[config.mk]
export PLATFORM = sky130hd
export DESIGN_NAME = flex_pts_tx_flat
export DESIGN_NICKNAME = d
export VERILOG_FILES = /design/src/rtl/flex_pts_tx_if.sv /design/src/rtl/flex_pts_tx.sv /design/src/flat_wrapper.sv
export SDC_FILE = /design/constraint.sdc
export NUM_CORES = 1
export LEC_CHECK = 0
export BUFFER_PORTS_ARGS = -buffer_cell sky130_fd_sc_hd__buf_2
export CORE_MARGIN = 5
export CORE_UTILIZATION = 50
export CTS_BUF_LIST = sky130_fd_sc_hd__clkbuf_4 sky130_fd_sc_hd__clkbuf_8
export CTS_CLUSTER_DIAMETER = 60
export DETAILED_ROUTE_END_ITERATION = 7
export PLACE_DENSITY = 0.75
export SYNTH_ARGS = -nofsm -noshare
export SYNTH_HDL_FRONTEND = slang
export SYNTH_SLANG_ARGS = --single-unit
[constraint.sdc]
create_clock -name clk -period 1.5 [get_ports clk]
set_clock_uncertainty 0.05 [all_clocks]
set_input_delay 0.3 -clock clk [delete_from_list [all_inputs] [get_ports clk]]
set_output_delay 0.3 -clock clk [all_outputs]
set_load 0.005 [all_outputs]
[src/rtl/flex_pts_tx_if.sv]
// flex_pts_tx_if: word-load handshake between a producer and flex_pts_tx.
// The producer drives the word and valid; the transmitter answers with ready.
interface flex_pts_tx_if #(
    parameter int NUM_BITS = 8
) ();
    logic                load_valid;
    logic                load_ready;
    logic [NUM_BITS-1:0] parallel_in;

    modport master (
        output load_valid,
        output parallel_in,
        input  load_ready
    );

    modport slave (
        input  load_valid,
        input  parallel_in,
        output load_ready
    );
endinterface

[src/rtl/flex_pts_tx.sv]
// flex_pts_tx: parallel-to-serial transmitter with a one-word holding buffer,
// per-word bit counter, word_done pulse, busy flag and configurable idle level.
module flex_pts_tx #(
    parameter int NUM_BITS  = 8,
    parameter bit SHIFT_MSB = 1'b1,
    parameter bit IDLE_VAL  = 1'b1
) (
    input  logic         clk,
    input  logic         rst,
    input  logic         shift_enable,
    flex_pts_tx_if.slave ld,
    output logic         serial_out,
    output logic         busy,
    output logic         word_done
);
    localparam int            CW    = $clog2(NUM_BITS);
    localparam logic [CW-1:0] LAST  = CW'(NUM_BITS - 1);
    localparam logic [0:0]    IDLE  = 1'b0;
    localparam logic [0:0]    SHIFT = 1'b1;

    logic [0:0]          state;
    logic [NUM_BITS-1:0] buff;
    logic [NUM_BITS-1:0] hold;
    logic [NUM_BITS-1:0] shifted;
    logic [NUM_BITS-1:0] fill;
    logic                hold_full;
    logic [CW-1:0]       cnt;
    logic                accept;
    logic                final_shift;

    assign fill          = {NUM_BITS{IDLE_VAL}};
    assign ld.load_ready = !hold_full;
    assign accept        = ld.load_valid && !hold_full;
    assign final_shift   = (state == SHIFT) && shift_enable && (cnt == LAST);
    assign busy          = (state == SHIFT);

    // Next shift-register image: move toward the output end, back-fill idle.
    always_comb begin
        shifted = fill;
        if (SHIFT_MSB) shifted = {buff[NUM_BITS-2:0], IDLE_VAL};
        else           shifted = {IDLE_VAL, buff[NUM_BITS-1:1]};
    end

    // Line level comes only from registered state.
    always_comb begin
        serial_out = IDLE_VAL;
        if (state == SHIFT) begin
            if (SHIFT_MSB) serial_out = buff[NUM_BITS-1];
            else           serial_out = buff[0];
        end
    end

    // Main FSM: load, shift, reload from hold or the bus, return to idle.
    always_ff @(posedge clk) begin
        if (rst) begin
            state     <= IDLE;
            buff      <= fill;
            hold      <= '0;
            hold_full <= 1'b0;
            cnt       <= '0;
            word_done <= 1'b0;
        end else begin
            word_done <= 1'b0;
            unique case (state)
                IDLE: begin
                    if (accept) begin
                        buff  <= ld.parallel_in;
                        cnt   <= '0;
                        state <= SHIFT;
                    end
                end
                SHIFT: begin
                    if (final_shift) begin
                        word_done <= 1'b1;
                        cnt       <= '0;
                        if (hold_full) begin
                            buff      <= hold;
                            hold_full <= 1'b0;
                        end else if (accept) begin
                            buff <= ld.parallel_in;
                        end else begin
                            buff  <= fill;
                            state <= IDLE;
                        end
                    end else begin
                        if (shift_enable) begin
                            buff <= shifted;
                            cnt  <= cnt + CW'(1);
                        end
                        if (accept) begin
                            hold      <= ld.parallel_in;
                            hold_full <= 1'b1;
                        end
                    end
                end
                default: state <= IDLE;
            endcase
        end
    end
endmodule

[src/flat_wrapper.sv]
// flat-port wrapper written by rule: the top's interface ports become plain ports
module flex_pts_tx_flat 
#(
    parameter int NUM_BITS  = 8,
    parameter bit SHIFT_MSB = 1'b1,
    parameter bit IDLE_VAL  = 1'b1
)
  (clk, rst, shift_enable, serial_out, busy, word_done, ld_load_valid, ld_parallel_in, ld_load_ready);
  flex_pts_tx_if #(.NUM_BITS(NUM_BITS)) ld_i ();
  input  logic clk;
  input  logic rst;
  input  logic shift_enable;
  output logic serial_out;
  output logic busy;
  output logic word_done;
  input wire logic [$bits(ld_i.load_valid)-1:0] ld_load_valid;
  input wire logic [$bits(ld_i.parallel_in)-1:0] ld_parallel_in;
  output wire logic [$bits(ld_i.load_ready)-1:0] ld_load_ready;
  assign ld_i.load_valid = ld_load_valid;
  assign ld_i.parallel_in = ld_parallel_in;
  assign ld_load_ready = ld_i.load_ready;
  flex_pts_tx #(.NUM_BITS(NUM_BITS), .SHIFT_MSB(SHIFT_MSB), .IDLE_VAL(IDLE_VAL)) u_core (.clk(clk), .rst(rst), .shift_enable(shift_enable), .ld(ld_i), .serial_out(serial_out), .busy(busy), .word_done(word_done));
endmodule
==> results.txt, run 1 <==
Core Region = 2170 sq um
Actual slew at the worst max-slew pin = 0.566 ns
CTS tree = built
Worst hold endpoint = u_core.hold[7]$_SDFFE_PP0P_
Synth Area per Inst = 8.31 sq um
Worst setup margin = 0.0670 ns
Power per cell area = 948 nW/um^2
Syn Inst Count = 133
Wirelength per Cell = 14.5 um
Worst setup SP type = flop
Yosys reg bits = 22
Final hold violations = 0
Initial Util = 50.9%
Most frequent cells in the layout = 19 x a21oi_1, 18 x dfxtp_1, 15 x buf_2
H-tree Lvls = 1
Syn_nets = 147
Max Fanout on Critical Path = 12
Final Util = 58.1%
FILL cells = 227
Final WL = 2500 um
Num rows = 17
Clk Latency, worst-skew pair = 0.32 ns
DR vias/cell = 5.98
Tcrit/Tclk final = 95.5%
Fmax = 0.698 GHz
Share of post-route cells with drive strength above 1 = 22.8%
Final Cell Area = 1260 sq um
Root buf cell = clkbuf_4
DP HPWL = 1770 um
Total inserted antenna cells = 0
Hold Crit Class = in2reg
Die Y = 57.0 um
VDD IR-drop max = 0.000681 V
# port buffers = 15
Pwr Total = 1.20 mW
Relative slew slack = 62.2%
Arrival @ worst endpoint = 1.08 ns
Crit path required time = 1.15 ns
GP Congestion = 0.860
Pre-CTS WS = -0.0611 ns
Initial DRC count = 15
Min-delay src = ld_parallel_in[7]
RSZ-0062 raised after global routing = yes
R2r startpoint = u_core.cnt[0]$_SDFFE_PP0P_
CTS Buffer Depth = 2
Cell variety after synth = 25
First-pass GRT wire length = 4150 um
Drt first pass iters = 4
Status = completed
Final antenna-violating net count = 0
Boundary Pins = 16
Placed inst area = 1170 sq um
Worst R2R Setup Slack = 0.09 ns
Setup-failing EPs final = 0
Critical path type = reg2out
Most common cell after layout, fill and taps aside = a21oi_1
Via count = 1035
Post-layout min period = 1.43 ns
Reg2reg path depth = 5
Grt ovf = 0
Max-Cap Viols = 0
Mapped Area = 1100 sq um
Worst-path clk slew = 0.12 ns
Nets = 160
Initial antenna violation count = 0
Reg-to-Reg End = u_core.hold[7]$_SDFFE_PP0P_
# clock sinks = 22
DIE WIDTH = 57.0 um
Num CTS Buffers = 3
Type of destination of the critical path = output port
Vias in the first global route = 966
All-layer global routing usage = 15.9%
P_leak = 0.450 nW
Final Max Tran Viols = 0
Hold path cells = 3
Setup TNS = 0 ns
# DRC = 0
Syn. warnings = 0
Area Overhead vs Synth = 14.0%
Largest net degree at the start of global routing = 23
Seq/Total Area, Yosys = 39.9%
Total Die Area = 3250 sq um
-- how the worst max path moves through the flow --
stage	from	to	slack, ns	depth (start not counted)
final	u_core.busy$_SDFF_PP0_	serial_out	0.07	3
after global routing	u_core.cnt[0]$_SDFFE_PP0P_	u_core.buff[6]$_SDFFE_PP1P_	-0.03	6
after CTS	u_core.cnt[0]$_SDFFE_PP0P_	u_core.buff[2]$_SDFFE_PP1P_	0.009	5
after detailed placement	u_core.cnt[0]$_SDFFE_PP0P_	u_core.buff[2]$_SDFFE_PP1P_	-0.06	5
after global placement	u_core.cnt[0]$_SDFFE_PP0P_	u_core.buff[6]$_SDFFE_PP1P_	-0.0005	5
after floorplan	u_core.cnt[0]$_SDFFE_PP0P_	u_core.buff[2]$_SDFFE_PP1P_	0.01	6
-- metrics by stage --
| stage | cells | hold slack, ns |
|---|---|---|
| global placement | 168 | 0.408 |
| floorplan | 133 | 0.348 |
| CTS | 173 | 0.183 |
| global route | 173 | 0.197 |
| detailed placement | 168 | 0.414 |
| finish | 173 | 0.184 |
-- repair_timing --
item,4_1_cts,5_1_grt
gates resized for setup,4,8
pin swaps,1,3
buffers inserted,1,0
endpoints found under the setup margin,18,20
hold buffers,0,0
-- state kept, by name, indices dropped and copies added (netlist names) --
register          flops
u_core.hold           8
u_core.hold_full      1
u_core.busy           1
u_core.word_done      1
u_core.cnt            3
u_core.buff           8
-- routing by layer --
layer | track usage, % | up-vias | routed length (um)
li1 | - | 514 | -
met1 | 18.9 | 496 | 1140
met2 | 27.7 | 18 | 1220
met3 | 2.94 | 7 | 80
met4 | 7.28 | 0 | 61
met5 | 0 | - | 0
-- power breakdown --
part | switching (mW) | total (mW) | internal [mW] | leakage [nW]
Clock | 0.191 | 0.339 | 0.149 | 0.0210
Sequential | 0.0255 | 0.649 | 0.623 | 0.182
Combinational | 0.118 | 0.207 | 0.0893 | 0.247
Total | 0.334 | 1.20 | 0.861 | 0.450
-- Yosys cell counts (all sizes together) --
master | count | area [sq um]
or3b | 1 | 11.3
a22oi | 9 | 67.6
nand3b | 1 | 7.51
dfxtp | 22 | 440
and2 | 1 | 6.26
nand2b | 10 | 62.6
a21bo | 1 | 10.0
a21boi | 1 | 11.3
nand2 | 3 | 11.3
nor2b | 1 | 6.26
o21ai | 10 | 50.1
a31oi | 9 | 56.3
nor2 | 10 | 37.5
o31ai | 7 | 52.6
mux2 | 1 | 11.3
buf | 7 | 50.1
a21oi | 19 | 95.1
clkinv | 1 | 3.75
nor4bb | 1 | 10.0
clkbuf | 4 | 15.0
nand3 | 11 | 55.1
ha | 2 | 25.0
nand4b | 1 | 8.76
-- cell type report --
| type | count | area (sq um) | share of cell area [%] |
|---|---|---|---|
| multi-input cells | 99 | 627 | 49.8 |
| inverters | 1 | 5.00 | 0.397 |
| repair buffers | 19 | 109 | 8.64 |
| flip-flops and latches | 22 | 448 | 35.6 |
| well taps | 28 | 35.0 | 2.78 |
| clock buffers | 4 | 36.3 | 2.88 |
-- cell families (layout without fill, tap and decap cells) --
kind of cell,Yosys count,in the layout,share of synthesized area (%)
adders and majority gates,2,2,2.26
buffers and inverters,12,24,6.23
muxes,1,1,1.02
DFF,22,22,39.9
and+or+nand+nor,40,40,19.6
AOI/OAI and AO/OA,56,56,31.0
-- critical path: stages, from the launching register on --
cell      delay, ns
dfxtp_4        0.41
buf_4          0.18
nand2b_1       0.06
buf_2          0.12
(Power assumes the default switching activity.)
==> run 2: changes to the inputs <==
==> constraint.sdc (replaced) <==
create_clock -name clk -period 1.5 [get_ports clk]
set_clock_uncertainty 0.05 [all_clocks]
set_input_delay 0.45 -clock clk [delete_from_list [all_inputs] [get_ports clk]]
set_output_delay 0.45 -clock clk [all_outputs]
set_load 0.005 [all_outputs]
==> run 2 against run 1 <==
Net effect:
- global-route usage up 1.3 points
- maximum frequency down 2.8%
- first-iteration DRC count rose to 4.1 times the previous value
- critical path type is now reg2reg
==> results.txt, run 2 (same netlist as run 1, synthesis figures left out) <==
Status = completed
Worst-path clk slew = 0.13 ns (about the same)
Final Max Tran Viols = 0 (unchanged)
Hold path cells = 3 (unchanged)
Die Y = 57.0 um (unchanged)
Nets = 169 (+5.6%)
Crit path required time = 1.68 ns (+0.53 ns)
All-layer global routing usage = 17.2% (+1.3 points)
P_leak = 0.509 nW (+13%)
Num rows = 17 (unchanged)
RSZ-0062 raised after global routing = yes
Vias in the first global route = 998 (+3.3%)
Post-layout min period = 1.47 ns (+0.0410 ns)
GP Congestion = 0.805 (-6.4%)
Drt first pass iters = 5 (+1)
VDD IR-drop max = 0.000765 V (+12%)
H-tree Lvls = 1 (unchanged)
DIE WIDTH = 57.0 um (unchanged)
Hold Crit Class = in2reg
Hold buffers post-CTS = 0 (unchanged)
Share of post-route cells with drive strength above 1 = 27.9% (+5.2 points)
CTS Buffer Depth = 2 (unchanged)
Max-Cap Viols = 0 (unchanged)
Num CTS Buffers = 3 (unchanged)
# DRC = 0 (unchanged)
Critical path type = reg2reg
FILL cells = 186 (-18%)
Largest net degree at the start of global routing = 23 (unchanged)
First-pass GRT wire length = 4410 um (+6.2%)
Pwr Total = 1.37 mW (+15%)
Final antenna-violating net count = 0 (unchanged)
Largest registers = u_core.buff: 8 flops, u_core.hold: 8 flops, u_core.cnt: 3 flops
Boundary Pins = 16 (unchanged)
# port buffers = 15 (unchanged)
Type of destination of the critical path = flop
# clock sinks = 22 (unchanged)
FF+latch area = 448 sq um (unchanged)
Final hold violations = 0 (unchanged)
Arrival @ worst endpoint = 1.65 ns (+0.57 ns)
Relative slew slack = 73.0% (+11 points)
Most frequent cells in the layout = 18 x a21oi_1, 18 x dfxtp_1, 15 x buf_2
Worst setup SP type = flop
Reg2reg path depth = 4 (-1)
Actual slew at the worst max-slew pin = 0.404 ns (-0.161 ns)
Core Region = 2170 sq um (unchanged)
Grt ovf = 0 (unchanged)
Max Fanout on Critical Path = 8 (-4)
Setup-failing EPs final = 0 (unchanged)
Via count = 1080 (+4.3%)
Multi-input logic area = 631 sq um (+0.60%)
Final WL = 2920 um (+17%)
Initial antenna violation count = 0 (unchanged)
DR vias/cell = 5.93 (-0.81%)
Root buf cell = clkbuf_4
Tcrit/Tclk final = 98.3% (+2.7 points)
Fmax = 0.678 GHz (-2.8%)
Total inserted antenna cells = 0 (unchanged)
Power per cell area = 998 nW/um^2 (+5.3%)
Hold_ws = 0.322 ns (+0.138 ns)
Area Overhead vs Synth = 24.1%
Wirelength per Cell = 16.0 um (+11%)
CTS tree = built
Initial Util = 50.9% (unchanged)
Clk Latency, worst-skew pair = 0.32 ns (about the same)
Initial DRC count = 62 (+47)
Total Die Area = 3250 sq um (unchanged)
DP HPWL = 1870 um (+5.8%)
run 2: stage by stage:
| step | instance area (sq um) | cells | setup TNS, ns | util (%) | setup slack, ns |
|---|---|---|---|---|---|
| global placement | 1200 | 172 | 0 | 55.5 | 0.0257 |
| global route | 1370 | 182 | -0.106 | 63.2 | -0.0749 |
| detailed placement | 1200 | 172 | -0.421 | 55.5 | -0.0719 |
| CTS | 1290 | 177 | 0 | 59.5 | 0.00559 |
| floorplan | 1110 | 133 | 0 | - | 0.0131 |
| finish | 1370 | 182 | 0 | 63.2 | 0.0259 |
run 2: layout make-up:
cell class | count | area share [%]
clock inverters | 1 | 2.19
multi-input cells | 99 | 46.0
clock buffers | 3 | 1.64
repair buffers | 28 | 14.7
flip-flops and latches | 22 | 32.7
well taps | 28 | 2.55
inverters | 1 | 0.274
run 2: power breakdown:
group	leakage (nW)	switching [mW]	internal, mW	total (mW)
logic	0.299	0.137	0.121	0.258
registers	0.182	0.0239	0.623	0.647
clock network	0.0279	0.193	0.270	0.464
total	0.509	0.354	1.01	1.37
run 2: final timing paths:
kind / from / to / slack, ns
worst max register to register: u_core.busy$_SDFF_PP0_ / u_core.buff[4]$_SDFFE_PP1P_ / 0.03
worst min-delay path: ld_parallel_in[4] / u_core.hold[4]$_SDFFE_PP0P_ / 0.32
worst min register to register: u_core.hold[1]$_SDFFE_PP0P_ / u_core.hold[1]$_SDFFE_PP0P_ / 0.43
worst max-delay path: u_core.busy$_SDFF_PP0_ / u_core.buff[4]$_SDFFE_PP1P_ / 0.03
run 2: metal layers:
metal / GRT usage [%] / part of all wire (%)
met4: 5.96 / 1.6
met2: 30.0 / 50
met3: 2.71 / 5.6
met1: 21.4 / 42
met5: 0 / 0
run 2: worst max-delay path, cell delays in order, from the launching register on:
cell	delay (ns)
dfxtp_4	0.39
buf_4	0.14
mux2_2	0.41
a22oi_1	0.30
o31ai_1	0.10
run 2: what timing repair did:
action | CTS | global route
endpoints found under the setup margin | 19 | 18
pin swaps | 0 | 2
endpoints found under the hold margin | 0 | 0
gates cloned | 0 | 1
gates resized for setup | 7 | 9
setup buffers | 1 | 4
==> run 3: changes to the inputs <==
--- a/config.mk
+++ b/config.mk
@@ -6,7 +6,6 @@
 export NUM_CORES = 1
 export LEC_CHECK = 0
 export BUFFER_PORTS_ARGS = -buffer_cell sky130_fd_sc_hd__buf_2
-export CORE_MARGIN = 5
 export CORE_UTILIZATION = 50
 export CTS_BUF_LIST = sky130_fd_sc_hd__clkbuf_4 sky130_fd_sc_hd__clkbuf_8
 export CTS_CLUSTER_DIAMETER = 60
==> run 3 against run 2 <==
Net effect:
- critical path depth fell by 1
- die area is 26% lower
- worst setup slack worse by 0.024 ns
- first-iteration DRC count did not move
- worst hold slack gained 0.014 ns
- via count rose by 1.1%
- sequential share of layout area is essentially flat
- wire length is 4.8% lower
==> results.txt, run 3 (same netlist as run 1, synthesis figures left out) <==
Type of destination of the critical path = output port
Total inserted antenna cells = 0 (unchanged)
WL met3 = 267 um (+63%)
Slowest CP cell = dfxtp_4
Worst-path cell chain = buf_6, nand2b_4, buf_6
Hold path cells = 3 (unchanged)
Uppermost routed layer = met4
# port buffers = 15 (unchanged)
CTS tree = built
R2r startpoint = u_core.hold_full$_SDFFE_PP0P_
Core Region = 2020 sq um (-6.8%)
Via count = 1092 (+1.1%)
Num CTS Buffers = 3 (unchanged)
Setup TNS = 0 ns (unchanged)
Root buf cell = clkbuf_4
Die Y = 49.0 um (-14%)
Worst-path clk slew = 0.13 ns (about the same)
Final Util = 68.3% (+5.0 points)
Relative slew slack = 62.8% (-10 points)
Worst R2R Setup Slack = 0.05 ns (+0.02 ns)
Nets = 171 (+1.2%)
Share of post-route cells with drive strength above 1 = 29.5% (+1.6 points)
Initial DRC count = 62 (unchanged)
Vias in the first global route = 942 (-5.6%)
Crit path required time = 1.00 ns (-0.68 ns)
Wirelength per Cell = 15.2 um (-5.3%)
Crit-path max cell delay = 0.40 ns (about the same)
Tcrit/Tclk final = 99.9% (+1.6 points)
GP Congestion = 0.757 (-6.0%)
Total Die Area = 2400 sq um (-26%)
Clk Latency, worst-skew pair = 0.31 ns (about the same)
Worst hold endpoint = u_core.hold[3]$_SDFFE_PP0P_
Finished Layout Cells = 183 (+0.55%)
Min-delay src = ld_parallel_in[3]
DR vias/cell = 5.97 (+0.56%)
Fmax = 0.668 GHz (-1.6%)
Initial Util = 54.6% (+3.7 points)
Initial antenna violation count = 0 (unchanged)
VDD IR-drop max = 0.000753 V (-1.6%)
Final antenna-violating net count = 0 (unchanged)
CTS Buffer Depth = 2 (unchanged)
Final Max Tran Viols = 0 (unchanged)
Final WL = 2780 um (-4.8%)
Critical path type = reg2out
RSZ-0062 raised after global routing = yes
# DRC = 0 (unchanged)
Max-Cap Viols = 0 (unchanged)
Placed cells = 171 (-0.58%)
Arrival @ worst endpoint = 1.00 ns (-0.65 ns)
Met2 Wirelength = 1340 um (-8.4%)
Wl on met1 = 1140 um (-8.1%)
Status = completed
Drt first pass iters = 4 (-1)
DP HPWL = 1750 um (-6.6%)
Max Fanout on Critical Path = 6 (-2)
H-tree Lvls = 1 (unchanged)
All-layer global routing usage = 23.4% (+6.3 points)
Largest net degree at the start of global routing = 23 (unchanged)
Most frequent cells in the layout = 18 x a21oi_1, 18 x dfxtp_1, 13 x buf_2
Reg-to-Reg End = u_core.buff[3]$_SDFFE_PP1P_
Hold buffers post-CTS = 0 (unchanged)
Area Overhead vs Synth = 24.9%
P_leak = 0.526 nW (+3.3%)
Num rows = 16 (-1)
Reg2reg path depth = 4 (unchanged)
Boundary Pins = 16 (unchanged)
Worst setup SP type = flop
Actual slew at the worst max-slew pin = 0.556 ns (+0.152 ns)
DIE WIDTH = 49.0 um (-14%)
Setup-failing EPs final = 0 (unchanged)
Most used cell, CP = buf_6
First-pass GRT wire length = 4370 um (-0.79%)
Largest registers = u_core.buff: 8 flops, u_core.hold: 8 flops, u_core.cnt: 3 flops
Hold Crit Class = in2reg
Power per cell area = 988 nW/um^2 (-1.1%)
Final hold violations = 0 (unchanged)
Post-layout min period = 1.50 ns (+0.0239 ns)
Grt ovf = 0 (unchanged)
# clock sinks = 22 (unchanged)
==> run 3: per-layer routing <==
layer  up-vias  track usage (%)
li1        538                -
met1       490             31.0
met2        59             39.8
met3         5             1.87
met4         0             8.33
met5         -                0
==> run 3: layout make-up <==
type / count / area [sq um]
Tap cell: 27 / 33.8
Multi-Input combinational cell: 100 / 638
Clock inverter: 1 / 30.0
Fill cell: 165 / 642
Clock buffer: 3 / 22.5
Inverter: 1 / 7.51
Sequential cell: 22 / 450
Timing Repair Buffer: 29 / 198
==> run 3: power breakdown <==
group,total (mW),switching [mW],internal (mW)
logic,0.253,0.133,0.120
clock network,0.463,0.193,0.270
registers,0.647,0.0249,0.623
total,1.36,0.350,1.01
==> run 3: worst max-delay path: cells and delay by family, from the launching register on <==
family	cells	cell delay (ns)
flops	1	0.40
buf+inv	2	0.24
simple gates	1	0.05
==> run 3: worst max-delay path by stage <==
| stage | end | from | cells after the start |
|---|---|---|---|
| 2_1_floorplan | u_core.buff[2]$_SDFFE_PP1P_ | u_core.cnt[0]$_SDFFE_PP0P_ | 6 |
| 3_3_place_gp | u_core.hold[0]$_SDFFE_PP0P_ | u_core.cnt[0]$_SDFFE_PP0P_ | 5 |
| 3_5_place_dp | u_core.buff[2]$_SDFFE_PP1P_ | u_core.cnt[0]$_SDFFE_PP0P_ | 5 |
| 4_1_cts | serial_out | u_core.busy$_SDFF_PP0_ | 3 |
| 5_1_grt | u_core.buff[3]$_SDFFE_PP1P_ | u_core.busy$_SDFF_PP0_ | 4 |
| 6_report | serial_out | u_core.busy$_SDFF_PP0_ | 3 |
==> run 3: stage by stage <==
step	area [sq um]	power (mW)	worst slack (ns)	hold slack [ns]
after floorplan	1110	0.810	0.0131	0.391
after global placement	1200	0.860	0.0300	0.410
after detailed placement	1200	0.865	-0.0481	0.413
after CTS	1300	1.33	-0.0315	0.333
after global routing	1380	1.41	-0.0256	0.336
final	1380	1.36	0.00209	0.336
==> run 3: timing repair <==
item	4_1_cts	5_1_grt
setup buffers	0	7
pin swaps	2	2
setup endpoints to repair	17	16
resized for setup	8	9
gates cloned	1	0
